<file path="src/rtl/adc_pkg.sv">
// Shared types, frame constants and helpers for the MCP3004/3008 throttle ADC reader.
package adc_pkg;

  typedef enum logic [1:0] {IDLE, SHIFT, CS_HOLD, CS_GAP} adc_state_t;

  localparam int FRAME_CLKS     = 17;
  localparam int FIRST_DATA_CLK = 8;
  localparam int ADC_BITS       = 10;
  localparam int ACCEL_MAX      = 15;
  localparam int HALF_EDGES     = 2 * FRAME_CLKS;

  // MOSI bit k of the frame: start, SGL, ch[2:0], then zeros.
  function automatic logic mosi_bit(input logic [5:0] idx, input logic [2:0] ch);
    case (idx)
      6'd0, 6'd1: mosi_bit = 1'b1;
      6'd2:       mosi_bit = ch[2];
      6'd3:       mosi_bit = ch[1];
      6'd4:       mosi_bit = ch[0];
      default:    mosi_bit = 1'b0;
    endcase
  endfunction

  function automatic logic [3:0] accel_of(input logic [ADC_BITS-1:0] code,
                                          input int offset, input int shift);
    logic signed [10:0] diff;
    logic        [10:0] scaled;
    diff   = $signed({1'b0, code}) - $signed(11'(offset));
    scaled = $unsigned(diff) >> shift;
    if (diff < 0)                     return 4'd0;
    else if (scaled > 11'(ACCEL_MAX)) return 4'(ACCEL_MAX);
    else                              return scaled[3:0];
  endfunction

endpackage

</file>
<file path="src/rtl/adc_spi_if.sv">
// SPI pin bundle between the reader (master) and the ADC (slave).
interface adc_spi_if;
    logic ad_clk;
    logic cs_n;
    logic din;
    logic dout;

    modport master (output ad_clk, output cs_n, output din, input dout);
    modport slave  (input ad_clk, input cs_n, input din, output dout);
endinterface

</file>
<file path="src/rtl/adc_sclk_tick.sv">
// Half-period timer: one-cycle tick every CLK_DIV clocks, restarted by clear.
module adc_sclk_tick #(
    parameter int CLK_DIV = 1350
) (
    input  logic clk,
    input  logic rst_n,
    input  logic clear,
    output logic tick
);
    localparam int CW = $clog2(CLK_DIV);

    logic [CW-1:0] cnt;

    assign tick = (cnt == CW'(CLK_DIV - 1));

    // NOTE: sequential state always uses non-blocking assignments so every flop samples pre-edge values.
    always_ff @(posedge clk or negedge rst_n) begin
        if (!rst_n)             cnt <= '0;
        else if (clear || tick) cnt <= '0;
        else                    cnt <= cnt + 1'b1;
    end
endmodule

</file>
<file path="src/rtl/adc_spi_reader.sv">
// Start-triggered SPI reader for an MCP3004/3008 ADC producing a sample and a 0-15 accel level.
// Optional macro ADC_AVG_EN: sample becomes a 4-deep moving average of raw codes.
module adc_spi_reader
    import adc_pkg::*;
#(
    parameter int CLK_DIV      = 1350,
    parameter int ACCEL_OFFSET = 280,
    parameter int ACCEL_SHIFT  = 5
) (
    input  logic                clk,
    input  logic                rst_n,
    input  logic                start,
    input  logic [2:0]          ch,
    output logic                busy,
    adc_spi_if.master           spi,
    output logic [ADC_BITS-1:0] sample,
    output logic                sample_valid,
    output logic [3:0]          accel
);
    adc_state_t          state, state_nxt;
    logic                tick, accept, cs_n_int;
    logic [5:0]          edge_cnt;
    logic                sclk_q, mosi_q, frame_done;
    logic [2:0]          ch_q;
    logic [ADC_BITS-1:0] shreg, sample_nxt;

    assign accept     = (state == IDLE) && start;
    assign spi.ad_clk = sclk_q;
    assign spi.din    = mosi_q;
    assign spi.cs_n   = cs_n_int;

    adc_sclk_tick #(.CLK_DIV(CLK_DIV)) u_tick (
        .clk   (clk),
        .rst_n (rst_n),
        .clear (accept),
        .tick  (tick)
    );

    always_ff @(posedge clk or negedge rst_n) begin
        if (!rst_n) state <= IDLE;
        else        state <= state_nxt;
    end

    // NOTE: default assignment first keeps every comb output driven on all paths, so no latch.
    always_comb begin
        state_nxt = state;
        case (state)
            IDLE:    if (start) state_nxt = SHIFT;
            SHIFT:   if (tick && edge_cnt == 6'(HALF_EDGES - 1)) state_nxt = CS_HOLD;
            CS_HOLD: if (tick) state_nxt = CS_GAP;
            CS_GAP:  if (tick) state_nxt = IDLE;
            default: state_nxt = IDLE;
        endcase
    end

    always_comb begin
        busy     = (state != IDLE);
        cs_n_int = (state == IDLE) || (state == CS_GAP);
    end

    // Even edge_cnt values are SCLK rises, odd ones are falls.
    always_ff @(posedge clk or negedge rst_n) begin
        if (!rst_n) begin
            edge_cnt   <= '0;
            sclk_q     <= 1'b0;
            mosi_q     <= 1'b0;
            ch_q       <= '0;
            shreg      <= '0;
            frame_done <= 1'b0;
        end else begin
            frame_done <= 1'b0;
            if (accept) begin
                edge_cnt <= '0;
                sclk_q   <= 1'b0;
                mosi_q   <= 1'b1;
                ch_q     <= ch;
            end else if (state == SHIFT && tick) begin
                edge_cnt <= edge_cnt + 6'd1;
                if (!edge_cnt[0]) begin
                    sclk_q <= 1'b1;
                    if (edge_cnt >= 6'(2 * (FIRST_DATA_CLK - 1)))
                        shreg <= {shreg[ADC_BITS-2:0], spi.dout};
                    if (edge_cnt == 6'(HALF_EDGES - 2))
                        frame_done <= 1'b1;
                end else begin
                    sclk_q <= 1'b0;
                    mosi_q <= mosi_bit(6'((edge_cnt + 6'd1) >> 1), ch_q);
                end
            end
        end
    end

`ifdef ADC_AVG_EN
    logic [ADC_BITS-1:0] hist [4];
    logic [11:0]         sum, sum_nxt;

    assign sum_nxt    = sum + 12'(shreg) - 12'(hist[3]);
    assign sample_nxt = sum_nxt[11:2];

    // NOTE: the history is reset explicitly because the first averages must see zeros, not X.
    always_ff @(posedge clk or negedge rst_n) begin
        if (!rst_n) begin
            for (int i = 0; i < 4; i++) hist[i] <= '0;
            sum <= '0;
        end else if (frame_done) begin
            hist[0] <= shreg;
            for (int i = 1; i < 4; i++) hist[i] <= hist[i-1];
            sum <= sum_nxt;
        end
    end
`else
    assign sample_nxt = shreg;
`endif

    always_ff @(posedge clk or negedge rst_n) begin
        if (!rst_n) begin
            sample       <= '0;
            accel        <= '0;
            sample_valid <= 1'b0;
        end else begin
            sample_valid <= frame_done;
            if (frame_done) begin
                sample <= sample_nxt;
                accel  <= accel_of(sample_nxt, ACCEL_OFFSET, ACCEL_SHIFT);
            end
        end
    end
endmodule
</file>
<file path="src/flat_wrapper.sv">
// flat-port wrapper written by rule: the top's interface ports become plain ports
module adc_spi_reader_flat import adc_pkg::*;
#(
    parameter int CLK_DIV      = 1350,
    parameter int ACCEL_OFFSET = 280,
    parameter int ACCEL_SHIFT  = 5
)
  (clk, rst_n, start, ch, busy, sample, sample_valid, accel, spi_ad_clk, spi_cs_n, spi_din, spi_dout);
  adc_spi_if spi_i ();
  input  logic clk;
  input  logic rst_n;
  input  logic start;
  input  logic [2:0] ch;
  output logic busy;
  output logic [ADC_BITS-1:0] sample;
  output logic sample_valid;
  output logic [3:0] accel;
  output wire logic [$bits(spi_i.ad_clk)-1:0] spi_ad_clk;
  output wire logic [$bits(spi_i.cs_n)-1:0] spi_cs_n;
  output wire logic [$bits(spi_i.din)-1:0] spi_din;
  input wire logic [$bits(spi_i.dout)-1:0] spi_dout;
  assign spi_ad_clk = spi_i.ad_clk;
  assign spi_cs_n = spi_i.cs_n;
  assign spi_din = spi_i.din;
  assign spi_i.dout = spi_dout;
  adc_spi_reader #(.CLK_DIV(CLK_DIV), .ACCEL_OFFSET(ACCEL_OFFSET), .ACCEL_SHIFT(ACCEL_SHIFT)) u_core (.clk(clk), .rst_n(rst_n), .start(start), .ch(ch), .busy(busy), .spi(spi_i), .sample(sample), .sample_valid(sample_valid), .accel(accel));
endmodule
</file>
<file path="config.mk">
export PLATFORM = sky130hd
export DESIGN_NAME = adc_spi_reader_flat
export DESIGN_NICKNAME = d
export VERILOG_FILES = /design/src/rtl/adc_pkg.sv /design/src/rtl/adc_spi_if.sv /design/src/rtl/adc_sclk_tick.sv /design/src/rtl/adc_spi_reader.sv /design/src/flat_wrapper.sv
export SDC_FILE = /design/constraint.sdc
export NUM_CORES = 1
export LEC_CHECK = 0
export BUFFER_PORTS_ARGS = -buffer_cell sky130_fd_sc_hd__buf_2
export CORE_MARGIN = 10
export CORE_UTILIZATION = 62
export CTS_CLUSTER_DIAMETER = 40
export DETAILED_ROUTE_END_ITERATION = 6
export GPL_ROUTABILITY_DRIVEN = 0
export GPL_TIMING_DRIVEN = 0
export PLACE_DENSITY = 0.84
export RECOVER_POWER = 25
export SYNTH_ARGS = -nofsm -noshare
export SYNTH_HDL_FRONTEND = slang
export SYNTH_SLANG_ARGS = --single-unit
</file>
<file path="constraint.sdc">
create_clock -name clk -period 3.53 [get_ports clk]
set_clock_uncertainty 0.05 [all_clocks]
set_input_delay 0.5295 -clock clk [delete_from_list [all_inputs] [get_ports clk]]
set_output_delay 0.5295 -clock clk [all_outputs]
set_load 0.005 [all_outputs]
</file>
# == Word-level counts from Yosys, hierarchy flattened ==
# Index checks and enable logic that the tools add are counted.
# classes
eq_ne,14
bitwise_logic,2
magnitude_cmp,3
muxes,21
n_addsub,3
reduce_logical,14
# ops
op,count
$eq 6x6->1 const B,2
$mux 6,2
$add 11x1->11 const B,1
$eq 11x11->1 const B,1
$lt 11x1->1 const B,1
$mux 11,1
$sub 10x9->11 const B,1
$eq 5x2->1 const B,2
$mux 1,10
$mux 2,4
$mux 4,2
$pmux 2 s4,1
$reduce_and 4->1,2
$add 6x1->6 const B,1
$ge 6x4->1 const B,1
$gt 6x4->1 const B,1
$logic_not 6->1,1
$ne 2x1->1 const B,3
$reduce_bool 2->1,3
$eq 5x1->1 const B,1
$eq 5x3->1 const B,1
$eq 2x2->1 const B,2
$pmux 1 s4,1
$logic_and 1x1->1,3
7 further kinds,9
# totals
wordCells,68
reg_bits,50
inputBits,7
out_inout_bits,19

# == Logic depth before layout (Yosys ltp) ==
# Gate-level depths: netlist of run 1.
# logic_depth
depth_word,7
depth_mapped,8
depth_no_buf,7

# == Hierarchy ==
# A second synthesis of run 1 with hierarchy kept.
# unflattened
hier_cells,213
hier_area_um2,2389.8
# by_module_without_submodules
mod,n_inst,cells_per_inst,seq_area_each_um2,area_each_um2
adc_spi_reader,1,157,950.9,1819.2
adc_sclk_tick,1,56,275.3,570.5

# == Worst setup path after synthesis of run 1 ==
# Ideal clock, no wire load.
# synth_timing
path_type,reg2reg
from,reg u_core.u_tick.cnt[3]
to,"reg u_core.shreg[0], in the netlist u_core.sample_nxt[0]"
slack_ns,1.612
path_stages_with_launch,6
setup_time_ns,0.125
required_ns,3.355
n_path_buf,1
arrival_time_ns,1.743
synth_period_minus_slack_ns,1.918
path_cell_list,dfrtp_1 -> nor4b_2 -> nand4_1 -> or4_1 -> buf_4 -> mux2_2
# synth_via
elab_chain_len,3
# synth_lines
element,line,rtl
from (decl),adc_sclk_tick.sv:12,logic [CW-1:0] cnt;
from (signal assigned),adc_sclk_tick.sv:20,else cnt <= cnt + 1'b1;
$eq 11x11->1,adc_sclk_tick.sv:14,assign tick = (cnt == CW'(CLK_DIV - 1));
$logic_and 1x1->1,adc_spi_reader.sv:77,end else if (state == SHIFT && tick) begin
$reduce_and 4->1 (no line),n/a,
to (signal assigned),adc_spi_reader.sv:82,"shreg <= {shreg[ADC_BITS-2:0], spi.dout};"
to (decl),adc_spi_reader.sv:25,"logic [ADC_BITS-1:0] shreg, sample_nxt;"
# Every way passes these cells.
# A chain may end at the register's enable or synchronous reset.

# == Worst setup path in the final report of run 1 ==
# layout_timing
from,reg u_core.u_tick.cnt[3]
to,"reg u_core.shreg[3], in the netlist u_core.sample_nxt[3]"
# Same word-level chain as after synthesis.

==> run summary, run 1 <==
status: complete, no violations
largest net degree at the start of global routing: 50
fin cells: 296
Routed wire per std cell: 13.9 µm
nets: 265
PwrDens: 469 nW/µm²
main combinational cell family by area after synthesis: simple AND/OR/NAND/NOR gates
Final Setup Violations: 0
H-tree levels: 2
min-delay worst type: reg2reg
via/cell ratio: 5.51
P_leak: 0.00129 µW
adder-cell share of the synthesized area: 5.94%
Distinct cells, synth: 30
Gate Count Post-Synth: 215
Final Core Density: 71.3%
Fmax: 481 MHz
Worst slew margin: 31.1%
CTS Root Cell: clkbuf_8
row count: 22
MaxCap Viol Count: 0
Final Hold Vio Count: 0
Simple-Gate Fraction of Synth Area: 15.5%
Clock Latency Late Sink: 0.29 ns
post-synthesis sequential area ratio: 52.9%
Initial Util: 63.8%
worst-path fanout max: 10
cts hold-fix bufs: 0
Total GRT Usage: 13.8%
worst endpoint required time: 3.66 ns
dpl cells: 288
Clock Path Buffers: 2
top post-synthesis cells by area: dfrtp_1, mux2_2, ha_1
Antenna diodes: 0
DRC: 0
hpwl dp: 2990 µm
Hold WS: 0.345 ns
Yosys reg bits: 49
Worst VDD drop: 460 µV
top_reg_cell synth: dfrtp_1
critical path arrival: 2.21 ns
CTS Sinks: 49
syn avg cell area: 10.8 µm²
Sum Neg Setup Slack: 0 ns
layout cells sized above 1: 22.2%
Synth area leader: dfrtp_1
synthesized area: 2320 µm²
crit path time final: 2.08 ns
Yosys warning count: 0
RSZ-0062 raised after global routing: no
mux share of post-synthesis cell area: 9.71%
Reg clk slew, reported paths: 0.09 ns
Detailed Route WL: 4110 µm
Die H: 81.2 µm
Synth Area in XOR/XNOR: 6.80%
# Post-CTS Setup Buffers: 0
Final Slew Violations: 0
Final Cycle Share: 58.8%
die area: 6590 µm²
cts repair resizes: 0
EDFF count, synth: 0
Core ar.: 3630 µm²
Area Growth Syn to Fin: 11.8%
Die Wd: 81.2 µm
Synth async-reset ratio: 100%
Routed Antenna Nets: 0
Worst-Margin Slew: 1.03 ns
vias in the first global route: 1654
Synth Area in Compound Gates: 6.21%
Ports: 26
total vias in the final route: 1632
Post-synth top cells: dfrtp_1, nor2_1, nand2_1
initial antenna violation count: 0
TritonCTS clock tree: built
Synth top area share: 52.9%
router iterations before antenna repair: 4
nature of the critical path startpoint: flip-flop
critical path class: reg2reg
count leader, synth: dfrtp_1
port bufs: 25
CTS buffer count: 5
global route overflow: 0
DRT iter0 DRCs: 78
Synthesized Nets: 233
Critical Path Sink Type: flip-flop
first-pass GRT wire length: 7310 µm
## routing by layer
layer | vias to the layer above | track usage, % | wire (µm)
met5 | - | 0 | 0
met4 | 0 | 3.63 | 25
met3 | 4 | 4.42 | 223
met2 | 38 | 23.6 | 2090
met1 | 798 | 16.4 | 1770
li1 | 792 | - | -
## worst paths after layout
path | slack [ns] | start | to | cells past startpoint
max | 1.45 | u_core.u_tick.cnt[3] | u_core.sample_nxt[3] | 5
min | 0.35 | u_core.frame_done | u_core.sample_valid | 0
max reg2reg | 1.45 | u_core.u_tick.cnt[3] | u_core.sample_nxt[3] | 5
min reg2reg | 0.35 | u_core.frame_done | u_core.sample_valid | 0
max in group asynchronous | 2.43 | rst_n | u_core.u_tick.cnt[2] | 1
min in group asynchronous | 0.36 | rst_n | u_core.sample[7] | 1
## report_power, final
part           total, µW  internal [µW]  leakage [µW]  switching (µW)
registers            659            614      0.000661            44.8
logic                241           96.1      0.000591             145
clock network        316            140     0.0000374             176
total               1220            850       0.00129             366
## layout make-up
cell class              count  area [µm²]
flip-flops and latches     49        1230
fillers                   282        1040
multi-input cells         149        1020
repair buffers             25         125
clock buffers               6        72.6
well taps                  48        60.1
inverters                  11        41.3
plain buffers               6        26.3
clock inverters             2        15.0
## flip-flops by register name, summed over array words and instances, names as in the netlist
signal               flops
u_core.spi.din           1
u_core.sample_valid      1
u_core.state             2
u_core.frame_done        1
u_core.u_tick.cnt       11
u_core.sample_nxt       10
u_core.ch_q              3
u_core.accel             4
u_core.edge_cnt          6
u_core.sample           10
## stage by stage
step | setup slack (ns) | total power (µW) | instance area (µm²)
after floorplan | 1.61 | 830 | 2320
after global placement | 1.47 | 902 | 2500
after detailed placement | 1.44 | 911 | 2500
after CTS | 1.43 | 1230 | 2590
after global routing | 1.35 | 1310 | 2590
final | 1.45 | 1220 | 2590
## cells in the final DEF, fill, tap and decap left out, types with 2 or more instances in the layout
master      count
a21o_1          2
a21oi_1         6
a22oi_1         2
a31oi_1         3
and3_1          4
buf_2          25
clkbuf_1        5
clkbuf_8        5
clkinvlp_4      2
dfrtp_1        49
ha_1           11
inv_1          11
mux2_2         20
nand2_1        21
nand3_1         9
nor2_1         26
nor3_1          4
o211ai_1        2
o21ai_0         8
or3_1           4
xnor2_1        12
xor2_1          6
## cells by family (layout without fill, tap and decap cells)
family                     Yosys count  in the layout
AOI/OAI and AO/OA                   24             24
xor gates and xnor gates            18             18
and+or+nand+nor                     76             76
muxes                               20             20
buffers and inverters               17             50
DFF                                 49             49
adders and majority gates           11             11
## critical path: stages (launching register included)
cell and delay, ns:
dfrtp_1 0.43, nor4b_2 0.34, nand4_1 0.20, or4_1 0.49, buf_4 0.19, mux2_2 0.28
Note: power is estimated with default switching activity, not from simulation.
==> inputs of run 2 (changes only) <==
--- a/config.mk
+++ b/config.mk
@@ -7,12 +7,12 @@
 export LEC_CHECK = 0
 export BUFFER_PORTS_ARGS = -buffer_cell sky130_fd_sc_hd__buf_2
 export CORE_MARGIN = 10
-export CORE_UTILIZATION = 62
+export CORE_UTILIZATION = 52
 export CTS_CLUSTER_DIAMETER = 40
 export DETAILED_ROUTE_END_ITERATION = 6
 export GPL_ROUTABILITY_DRIVEN = 0
 export GPL_TIMING_DRIVEN = 0
-export PLACE_DENSITY = 0.84
+export PLACE_DENSITY = 0.75
 export RECOVER_POWER = 25
 export SYNTH_ARGS = -nofsm -noshare
 export SYNTH_HDL_FRONTEND = slang
==> constraint.sdc (replaced) <==
create_clock -name clk -period 1.75 [get_ports clk]
set_clock_uncertainty 0.05 [all_clocks]
set_input_delay 0.2625 -clock clk [delete_from_list [all_inputs] [get_ports clk]]
set_output_delay 0.2625 -clock clk [all_outputs]
set_load 0.005 [all_outputs]
==> run 2 against run 1 <==
The flow now finishes with violations (negative setup slack). Setup slack worse by 1.7 ns. Via count increased by 2.1%. Combinational power grew to 3.1 times the previous value. Sequential power grew 100%. Routed wire length up 8.0%. Non-clock buffer count is 13 higher. Count of clock-buffer cells in the layout unchanged. Worst hold slack got worse by 0.25 ns. Clock power rose to 2.7 times the previous value. Fmax up 6.5%. Highest routed layer unchanged.
==> run summary, run 2 (synthesis results as in run 1) <==
status: complete, but fails checks
failing checks: negative setup slack
worst setup margin: -0.200 ns (-1.65 ns)
commonest cells after routing, fill and taps aside: dfrtp_1, nor2_1, buf_2
CTS buffer count: 5 (unchanged)
Final Hold Vio Count: 0 (unchanged)
commonest non-fill, non-tap cell in the layout: dfrtp_1
most flop-heavy register: u_core.u_tick.cnt
initial antenna violation count: 0 (unchanged)
vias in the first global route: 1662 (+0.48%)
Ports: 26 (unchanged)
CTS Root Cell: clkbuf_8
port bufs: 25 (unchanged)
CTS Sinks: 49 (unchanged)
Routed wire per std cell: 14.2 µm (+2.1%)
switch share: 29.7% (-0.42 points)
nature of the critical path startpoint: flip-flop
Final Cycle Share: 111% (+53 points)
Seq pwr share: 45.3% (-8.9 points)
Tot Pwr: 2930 µW (+140%)
total internal power: 2060 µW (+140%)
Clock Path Buffers: 2 (unchanged)
worst-path fanout max: 5 (-5)
Detailed Route WL: 4440 µm (+8.0%)
P_leak: 0.00140 µW (+8.4%)
layout cells sized above 1: 36.0% (+14 points)
worst setup path endpoint: u_core.sample_nxt[2]
Die H: 86.8 µm (+6.9%)
die area: 7530 µm² (+14%)
worst endpoint required time: 1.90 ns (-1.76 ns)
Total GRT Usage: 12.3% (-1.5 points)
global route overflow: 0 (unchanged)
Clock Latency Late Sink: 0.31 ns (+0.02 ns)
total vias in the final route: 1667 (+2.1%)
TritonCTS clock tree: built
Sum Neg Setup Slack: -2.22 ns (-2.22 ns)
DRT iter0 DRCs: 77 (-1.3%)
Fmax: 513 MHz (+6.5%)
Worst-Margin Slew: 1.17 ns (+0.137 ns)
cell area after layout: 2840 µm² (+9.7%)
combinational power share: 25.7% (+5.9 points)
pre-CTS WS: -0.250 ns (-1.69 ns)
post-place instance area: 2510 µm² (+0.40%)
Die Wd: 86.8 µm (+6.9%)
Critical Path Source: u_core.u_tick.cnt[0]
hpwl dp: 2770 µm (-7.6%)
Critical Path Sink Type: flip-flop
Reg clk slew, reported paths: 0.09 ns (about the same)
switching power: 871 µW (+140%)
clock power share: 29.0% (+3.0 points)
r2r endpoint: u_core.sample_nxt[2]
Antenna diodes: 0 (unchanged)
crit path time final: 1.95 ns (-0.127 ns)
via/cell ratio: 5.33 (-3.4%)
PwrDens: 1030 nW/µm² (+120%)
DRC: 0 (unchanged)
H-tree levels: 2 (unchanged)
Reg-to-Reg Start: u_core.u_tick.cnt[0]
router iterations before antenna repair: 4 (unchanged)
Worst VDD drop: 745 µV (+62%)
Largest register FFs: 11 (unchanged)
critical path arrival: 2.10 ns (-0.11 ns)
RSZ-0062 raised after global routing: yes
Initial Util: 53.6% (-10 points)
Worst slew margin: 21.9% (-9.1 points)
critical path class: reg2reg
row count: 24 (+9.1%)
largest net degree at the start of global routing: 50 (unchanged)
Routed Antenna Nets: 0 (unchanged)
nets: 278 (+4.9%)
first-pass GRT wire length: 7530 µm (+2.9%)
Final Slew Violations: 0 (unchanged)
min-delay worst type: in2reg
r2r setup slk: -0.20 ns (-1.65 ns)
Area Growth Syn to Fin: 22.6%
Core ar.: 4320 µm² (+19%)
Final Setup Violations: 14 (+14)
MaxCap Viol Count: 0 (unchanged)
reg2reg path depth: 6 (+1)
==> run 2: changes by cell type in the layout (fill, tap and decap cells not counted), moves of 3 or more <==
cell      before  now
clkbuf_1       5    1
inv_2          0    4
dfrtp_1       49   46
clkbuf_2       0    4
ha_1          11    5
inv_1         11    7
buf_4          1    8
ha_2           0    5
o21ai_0        8    5
dfrtp_2        0    3
buf_6          0    5
==> run 2: power groups by stage <==
stage | logic, µW | registers (µW) | clock network [µW]
floorplan | 341 | 1330 | 0
global placement | 474 | 1350 | 0
detailed placement | 496 | 1350 | 0
CTS | 678 | 1320 | 864
global route | 862 | 1350 | 906
finish | 755 | 1330 | 850
==> run 2: layer usage <==
metal / vias up / part of all wire, % / track usage, %
li1: 815 / - / -
met1: 798 / 44 / 14.6
met2: 44 / 47 / 19.3
met3: 10 / 6.9 / 4.88
met4: 0 / 2.4 / 5.15
met5: - / 0 / 0
==> run 2: timing repair <==
action | in CTS | in global routing
pin swaps | 6 | 3
hold buffers | 0 | 0
endpoints found under the hold margin | 0 | 0
cloned | 1 | 0
buffers inserted | 11 | 1
endpoints found under the setup margin | 17 | 35
gates resized for setup | 21 | 17
==> run 2: worst min-delay path by stage <==
stage	cells after the start	startpoint	to
after CTS	3	ch[1]	u_core.ch_q[1]
after detailed placement	0	u_core.frame_done	u_core.sample_valid
after global routing	3	ch[2]	u_core.ch_q[2]
after global placement	0	u_core.frame_done	u_core.sample_valid
final	3	ch[2]	u_core.ch_q[2]
after floorplan	0	rst_n	u_core.accel[0]
==> run 2: critical path, stage by stage (launching register included) <==
cell and delay (ns):
dfrtp_1 0.45, ha_2 0.22, and2_4 0.14, nand4_1 0.11, or4_4 0.46, buf_6 0.15
mux2_2 0.26
==> run 2: stage by stage <==
step / util, % / instances / hold WS [ns]
after global placement: 58.1 / 292 / 0.311
final: 65.7 / 313 / 0.0920
after global routing: 65.7 / 313 / 0.106
after CTS: 65.0 / 312 / 0.0888
after detailed placement: 58.1 / 292 / 0.324
after floorplan: - / 215 / -0.0831
==> run 2: area by class of cell <==
class / instances / area, µm²
clock inverter: 2 / 37.5
sequential: 49 / 1230
timing repair buffer: 38 / 250
tap: 52 / 65.1
fill: 353 / 1480
clock buffer: 6 / 82.6
buffer: 6 / 45.0
inverter: 11 / 41.3
multi-input combinational: 149 / 1090
